--- config.mk ---
export PLATFORM = sky130hd
export DESIGN_NAME = gb_serial
export DESIGN_NICKNAME = d
export VERILOG_FILES = /design/src/rtl/gb_serial.sv
export SDC_FILE = /design/constraint.sdc
export NUM_CORES = 1
export LEC_CHECK = 0
export BUFFER_PORTS_ARGS = -buffer_cell sky130_fd_sc_hd__buf_2
export CORE_MARGIN = 2
export CORE_UTILIZATION = 49
export CTS_BUF_LIST = sky130_fd_sc_hd__clkbuf_8 sky130_fd_sc_hd__clkbuf_16
export CTS_CLUSTER_SIZE = 10
export DETAILED_ROUTE_END_ITERATION = 10
export GPL_ROUTABILITY_DRIVEN = 0
export PLACE_DENSITY = 0.74
export SLEW_MARGIN = 20
export SYNTH_ARGS = -nofsm -noshare
export SYNTH_HDL_FRONTEND = slang
export SYNTH_SLANG_ARGS = --single-unit
--- constraint.sdc ---
create_clock -name clk -period 1.6 [get_ports clk]
set_input_delay 0.08 -clock clk [delete_from_list [all_inputs] [get_ports clk]]
set_output_delay 0.08 -clock clk [all_outputs]
set_load 0.01 [all_outputs]
--- src/rtl/gb_serial.sv ---
// gb_serial: link-port SB/SC registers with internal or external shift clock.
// Shifts one byte MSB-first per transfer and pulses irq when the byte completes.
module gb_serial #(
    parameter int HALF_PERIOD = 256
) (
    input  logic       clk,
    input  logic       reset_n,
    input  logic       cpu_sel_sb,
    input  logic       cpu_sel_sc,
    input  logic       cpu_wr,
    input  logic [7:0] cpu_di,
    output logic [7:0] cpu_do,
    output logic       irq,
    output logic       ser_clk_out,
    input  logic       ser_clk_in,
    output logic       ser_data_out,
    input  logic       ser_data_in
);
    localparam int DW = $clog2(HALF_PERIOD);

    typedef enum logic {IDLE, ACTIVE} state_t;

    state_t        state_q;
    logic [7:0]    sb_q;
    logic          sc_start_q;
    logic          sc_int_q;
    logic [DW-1:0] div_q;
    logic [2:0]    bit_cnt_q;
    logic          clk_out_q;
    logic          data_out_q;
    logic          irq_q;
    logic [2:0]    cin_q;
    logic [1:0]    din_q;

    logic wr_sb, wr_sc, int_run, wrap, ext_rise, ext_fall, fall, rise, done;

    // cin_q[1] is the synchronised pin; cin_q[2] holds its previous value for edge detection
    assign wr_sb    = cpu_wr && cpu_sel_sb;
    assign wr_sc    = cpu_wr && cpu_sel_sc;
    assign int_run  = state_q == ACTIVE && sc_int_q;
    assign wrap     = int_run && div_q == DW'(HALF_PERIOD - 1);
    assign ext_rise = state_q == ACTIVE && !sc_int_q && cin_q[1] && !cin_q[2];
    assign ext_fall = state_q == ACTIVE && !sc_int_q && !cin_q[1] && cin_q[2];
    assign fall     = (wrap && clk_out_q) || ext_fall;
    assign rise     = (wrap && !clk_out_q) || ext_rise;
    assign done     = rise && bit_cnt_q == 3'd7;

    assign cpu_do       = cpu_sel_sb ? sb_q : cpu_sel_sc ? {sc_start_q, 6'h3F, sc_int_q} : 8'hFF;
    assign irq          = irq_q;
    assign ser_clk_out  = clk_out_q;
    assign ser_data_out = data_out_q;

    always_ff @(posedge clk or negedge reset_n) begin
        if (!reset_n) begin
            state_q    <= IDLE;
            sb_q       <= 8'h00;
            sc_start_q <= 1'b0;
            sc_int_q   <= 1'b0;
            div_q      <= '0;
            bit_cnt_q  <= 3'd0;
            clk_out_q  <= 1'b1;
            data_out_q <= 1'b1;
            irq_q      <= 1'b0;
            cin_q      <= 3'b111;
            din_q      <= 2'b11;
        end else begin
            cin_q <= {cin_q[1:0], ser_clk_in};
            din_q <= {din_q[0], ser_data_in};
            irq_q <= done;
            if (int_run)
                div_q <= wrap ? '0 : div_q + DW'(1);
            if (wrap)
                clk_out_q <= !clk_out_q;
            if (fall)
                data_out_q <= sb_q[7];
            if (rise) begin
                sb_q      <= {sb_q[6:0], din_q[1]};
                bit_cnt_q <= bit_cnt_q + 3'd1;
            end
            if (done) begin
                state_q    <= IDLE;
                sc_start_q <= 1'b0;
            end
            // CPU writes override any shift or completion update in the same cycle
            if (wr_sb)
                sb_q <= cpu_di;
            if (wr_sc) begin
                sc_start_q <= cpu_di[7];
                sc_int_q   <= cpu_di[0];
                state_q    <= cpu_di[7] ? ACTIVE : IDLE;
                clk_out_q  <= 1'b1;
                if (cpu_di[7]) begin
                    div_q     <= '0;
                    bit_cnt_q <= 3'd0;
                end
            end
        end
    end
endmodule

==> qor.csv, run 1 <==
stage,metric,value,unit
status,status,"finished, violations left",
status,violations,DRC,
detailed_routing,wl_met2,1.55,mm
worst_hold_path,hold_path.startpoint,cpu_di[0],
clock_tree,root_buffer,clkbuf_8,
yosys,syn_avg_cell_area,9.94,um2
setup_path,path_buf_inv,0,
sta,drv_slew,0,
clock_tree,cts_buffers,5,
detailed_routing,wl_per_cell,14.6,um
worst_hold_path,worstHoldPathType,in2reg,
global_routing,antenna_found_initial,0,
sta,slew_headroom,0.582,
setup_path,crit_fanout,13,
die,initial_utilization,0.528,
global_routing,grt_pass1_wl,5.62,mm
detailed_routing,vias,1273,
detailed_routing,drt-initial-drc-count,34,
setup_path,path_class,reg2reg,
clock_tree,htreeDepth,2,
sta,final.period_utilization,0.994,
clock_tree,clk_pin_slew,60,ps
global_routing,grt_pass1_vias,1236,
finish,fin_nets,209,
pwr,p_leak,0.000840,uW
placed_design,hpwl,2.29,mm
die,die-area,3480,um2
yosys,synthTopCellsByArea,"dfrtp_1 37%, dfstp_2 12%, nand3_2 4.7%",
sta,fin_skew,8.21,ps
setup_path,critical_path.startpoint_type,flop,
detailed_routing,routed.top_layer,met4,
sta,rsz0062_at_grt,yes,
sta,hold_viol,0,
placed_design,port_buffers,25,
detailed_routing,drt_drc_violations_left,1,
pwr,ir_drop,0.676,mV
global_routing,grt_max_degree,30,
yosys,synthDistinctLibCells,36,
yosys,synth.top_cell.area_share,0.372,
sta,tightest_slew,627,ps
detailed_routing,wirelength,3.26,mm
flow_run,cap_violations,0,
die,io_pins,26,
finish,area.sequential,734,um2
yosys,ys.warnings.count,0,
setup_path,slowest_delay,550,ps
yosys,ys_ff_latch,29,
die,core,2810,um2
setup_path,critPathRequiredTime,1770,ps
die,die_x,59.0,um
die,die_h,59.0,um
sta,timing.hold.ws,56.0,ps
finish,fillCellCount,229,
detailed_routing,drtPass1Iterations,7,
yosys,syn_area,1480,um2
yosys,synth_nets,167,
finish,antennaDiodeCount,0,
setup_path,cp_top_family,simple AND/OR/NAND/NOR gates,
sta,fmax,0.629,GHz
clock_tree,clock_latency,290,ps
detailed_routing,viasPerCell,5.71,
setup_path,cp-startpoint,div_q[0],
yosys,yosysSeqAreaShare,0.496,
detailed_routing,postRouteAntennaNets,0,
finish,drive_above_1_share,0.370,
die,rows,19,
yosys,synth_largest_area_cell,dfrtp_1,
setup_path,worstPathArrival,1760,ps
clock_tree,clk_path_buf_depth,2,
clock_tree,cts.sinks,29,
finish,area_growth,25.3,%
detailed_routing,wl_met1,1.50,mm
yosys,syn_inst,149,
clock_tree,cts_tree,done,
global_routing,grt_overflow,0,
pwr,p_per_area,1080,nW/um2
sta,finalSetupTns,0,ps
setup_path,r2r_start,div_q[0],
detailed_routing,met3_length,148,um
setup_path,cp_cell_sequence,ha_2 -> nand3_4 -> or4_4 -> a21boi_2 -> o21bai_1,
sta,fin_crit,1590,ps
sta,setup_viol,0,
finish,multiInputGateArea,694,um2
setup_path,end_kind,flop,
setup_path,critical-path-slowest-cell,or4_4,
global_routing,grt_usage,0.217,
-- worst reg2reg max path: stages, from the launching register on --
cell      delay (ps)
dfrtp_1          350
ha_2             200
nand3_4           90
or4_4            550
a21boi_2         200
o21bai_1          90
-- per-stage QoR --
stage	cells	total power (uW)	util	cell area, um2	setup slack (ps)
floorplan	149	1160	-	1480	55.5
global placement	212	1320	0.611	1710	35.7
detailed placement	212	1340	0.611	1710	-6.09
CTS	223	2020	0.657	1840	7.30
global route	223	2110	0.661	1860	-66.6
finish	223	2000	0.661	1860	10.3
-- layout make-up --
cell class,count,share of cell area
well taps,31,0.0209
clock inverters,1,0.00270
clock buffers,7,0.0519
flip-flops and latches,29,0.396
repair buffers,44,0.148
inverters,3,0.00607
multi-input cells,108,0.374
-- final timing paths --
| kind | endpoint | slack (ps) | cells past startpoint |
|---|---|---|---|
| worst max-delay path | state_q | 10 | 5 |
| max in group asynchronous | sb_q[5] | 840 | 2 |
| worst min register to register | cin_q[1] | 360 | 0 |
| worst max register to register | state_q | 10 | 5 |
| min in group asynchronous | div_q[6] | 350 | 2 |
| worst min-delay path | sc_int_q | 60 | 2 |
-- routing by layer --
layer,GRT usage,up-vias
met3,0.0677,10
met1,0.282,627
met2,0.338,28
li1,-,608
met5,0,-
met4,0.0877,0
-- where the power goes --
part	switching, uW	leakage (uW)	total, uW	internal, uW
clock	275	0.0000542	663	388
combinational	197	0.000440	407	210
sequential	73.6	0.000346	925	852
total	546	0.000840	2000	1450
-- cells in the mapped netlist --
library cell	n
dfrtp_1	22
nor2_1	14
o21ai_0	11
nand2_1	10
a21oi_1	9
a31oi_1	8
nor3_1	8
dfstp_2	7
nand2b_1	7
nand3_1	7
nand3_2	7
clkbuf_1	4
ha_1	3
inv_1	3
xnor2_1	3
buf_6	2
mux2_2	2
nor3b_1	2
nor4bb_1	2
or3_1	2
a21boi_0	1
a21boi_2	1
and2_1	1
and3_1	1
buf_2	1
buf_4	1
clkbuf_2	1
mux2i_1	1
nand3_4	1
nand4_1	1
nand4bb_1	1
nor4_1	1
o21a_1	1
o21bai_1	1
or4_4	1
xor2_1	1
-- kinds of logic after synthesis --
logic type	Yosys count	share of synthesized area
adders and majority gates	3	0.0253
AOI/OAI and AO/OA	32	0.124
muxes	3	0.0220
xor gates and xnor gates	4	0.0237
DFF	29	0.496
and+or+nand+nor	66	0.264
buffers and inverters	12	0.0448
-- state kept, by name, summed over array words and instances, names as in the netlist --
| register | flops |
|---|---|
| ser_data_out | 1 |
| irq | 1 |
| bit_cnt_q | 3 |
| cin_q | 3 |
| ser_clk_out | 1 |
| sc_int_q | 1 |
| sb_q | 8 |
| din_q | 2 |
| div_q | 8 |
| state_q | 1 |
-- layout by cell type (no fill, tap or decap), types with 8 or more instances in the layout --
| master | Yosys | layout |
|---|---|---|
| o21ai_0 | 11 | 11 |
| buf_2 | 1 | 25 |
| dfrtp_1 | 22 | 22 |
| a31oi_1 | 8 | 8 |
| a21oi_1 | 9 | 9 |
| nor2_1 | 14 | 14 |
| nand2_1 | 10 | 10 |
| buf_4 | 1 | 16 |
-- what timing repair did --
item                       in CTS  in global routing
setup buffers                   0                  0
setup endpoints to repair       2                 13
gates resized for setup         1                  2
hold endpoints to repair       24                  0
pin swaps                       1                  1
hold buffers                    3                  0
(Power assumes the default switching activity.)
==> run 2, diff against run 1 <==
==> constraint.sdc (replaced) <==
create_clock -name clk -period 1.4 [get_ports clk]
set_input_delay 0.07 -clock clk [delete_from_list [all_inputs] [get_ports clk]]
set_output_delay 0.07 -clock clk [all_outputs]
set_load 0.01 [all_outputs]
==> qor.csv, run 2 (same netlist as run 1, synthesis figures left out) <==
stage,metric,value,unit,change
status,status,"finished, violations left",,
sta,fmax,0.650,GHz,+3.3%
sta,drv_slew,0,,unchanged
finish,drive_above_1_share,0.475,,+0.105
detailed_routing,drt_drc_violations_left,1,,unchanged
die,initial_utilization,0.528,,unchanged
finish,area.sequential,736,um2,+0.17%
die,die_h,59.0,um,unchanged
sta,setup_slack,-138,ps,-149 ps
sta,tightest_slew,643,ps,+16.7 ps
finish,fin_nets,219,,+4.8%
die,rows,19,,unchanged
flow_run,cap_violations,0,,unchanged
sta,final.period_utilization,1.10,,+0.105
clock_tree,cts_tree,done,,
pwr,p_per_area,1120,nW/um2,+4.2%
detailed_routing,vias,1321,,+3.8%
finish,fillCellCount,198,,-14%
setup_path,end_kind,flop,,
global_routing,grt_max_degree,30,,unchanged
global_routing,grt_overflow,0,,unchanged
die,core,2810,um2,unchanged
global_routing,grt_usage,0.252,,+0.0350
clock_tree,root_buffer,clkbuf_8,,
die,die-area,3480,um2,unchanged
finish,layout_common_cells,"26 x buf_2, 21 x dfrtp_1, 21 x buf_4",,
finish,antennaDiodeCount,0,,unchanged
detailed_routing,drtPass1Iterations,7,,unchanged
sta,slew_headroom,0.571,,-0.0111
detailed_routing,drt-initial-drc-count,53,,+56%
placed_design,dpl-instance-area,1740,um2,+1.3%
detailed_routing,wirelength,3.97,mm,+22%
die,io_pins,26,,unchanged
sta,fin_skew,9.43,ps,+1.22 ps
pwr,ir_drop,0.723,mV,+7.0%
clock_tree,cts_buffers,5,,unchanged
finish,design_area,2050,um2,+10%
setup_path,worstPathArrival,1680,ps,-80 ps
setup_path,path_class,reg2reg,,
sta,finalSetupTns,-1340,ps,-1340 ps
detailed_routing,postRouteAntennaNets,0,,unchanged
worst_hold_path,worstHoldPathType,in2reg,,
global_routing,antenna_found_initial,0,,unchanged
clock_tree,clk_pin_slew,60,ps,about the same
finish,multiInputGateArea,832,um2,+20%
finish,reg_top3,"div_q x8, sb_q x8",,
placed_design,port_buffers,25,,unchanged
setup_path,slowest_delay,520,ps,-30 ps
sta,fin_crit,1540,ps,-51.3 ps
setup_path,cp_cell_sequence,ha_2 -> nand3_4 -> or4_4 -> nand3_1 -> a31oi_1,,
setup_path,r2r_start,div_q[1],,
status,violations,"DRC, setup timing",,
die,die_x,59.0,um,unchanged
pwr,p_leak,0.000981,uW,+17%
finish,layout_commonest_cell,buf_2,,
setup_path,critical-path-slowest-cell,or4_4,,
placed_design,hpwl,2.54,mm,+11%
sta,rsz0062_at_grt,yes,,
sta,setup_viol,16,,+16
detailed_routing,viasPerCell,5.67,,-0.68%
setup_path,critical_path.startpoint_type,flop,,
setup_path,critPathRequiredTime,1540,ps,-230 ps
global_routing,grt_pass1_wl,6.35,mm,+13%
worst_hold_path,hold_path.startpoint,cpu_di[0],,
clock_tree,htreeDepth,2,,unchanged
clock_tree,clk_path_buf_depth,2,,unchanged
setup_path,cp_top_family,simple AND/OR/NAND/NOR gates,,
detailed_routing,wl_per_cell,17.0,um,+16%
clock_tree,clock_latency,290,ps,about the same
sta,hold_viol,0,,unchanged
sta,timing.hold.ws,34.4,ps,-21.7 ps
setup_path,cp-startpoint,div_q[1],,
clock_tree,cts.sinks,29,,unchanged
finish,area_growth,38.3,%,
setup_path,path_buf_inv,0,,unchanged
global_routing,grt_pass1_vias,1359,,+10%
setup_path,crit_fanout,7,,-6
-- run 2: final cells by class --
type,instances,area share
clock buffers,5,0.0336
repair buffers,53,0.172
inverters,3,0.00549
clock inverters,3,0.00549
flip-flops and latches,29,0.359
well taps,31,0.0189
multi-input cells,109,0.406
-- run 2: path summary, 6_finish.rpt --
check | endpoint | slack, ps | cells after the start
max reg2reg | sb_q[0] | -140 | 5
min in group asynchronous | div_q[0] | 340 | 2
max in group asynchronous | state_q | 600 | 2
min | sc_int_q | 30 | 2
min reg2reg | din_q[1] | 350 | 0
max | sb_q[0] | -140 | 5
-- run 2: timing repair --
| action | CTS | global route |
|---|---|---|
| cloned | 1 | 2 |
| endpoints found under the hold margin | 24 | 0 |
| hold buffers | 3 | 0 |
| gates resized for setup | 11 | 29 |
| buffers inserted | 4 | 3 |
| endpoints found under the setup margin | 17 | 24 |
| pin swaps | 6 | 18 |
-- run 2: power by group --
group | internal (uW) | switching, uW | total (uW)
clock | 330 | 320 | 650
combinational | 300 | 280 | 580
sequential | 974 | 91.2 | 1070
total | 1600 | 691 | 2300
-- run 2: metrics by stage --
step           cells  utilization  setup slack [ps]  power [uW]
6_report         233        0.731              -138        2300
5_1_grt          233        0.731              -198        2430
4_1_cts          231        0.687              -169        2240
3_5_place_dp     215        0.619              -193        1540
3_3_place_gp     215        0.619              -160        1510
2_1_floorplan    149            -              -115        1340
-- run 2: routing by layer --
metal,GRT usage,vias up,wire (um)
met4,0.101,0,84
met5,0,-,0
met1,0.313,627,1700
met3,0.0677,9,222
li1,-,635,-
met2,0.417,50,1960
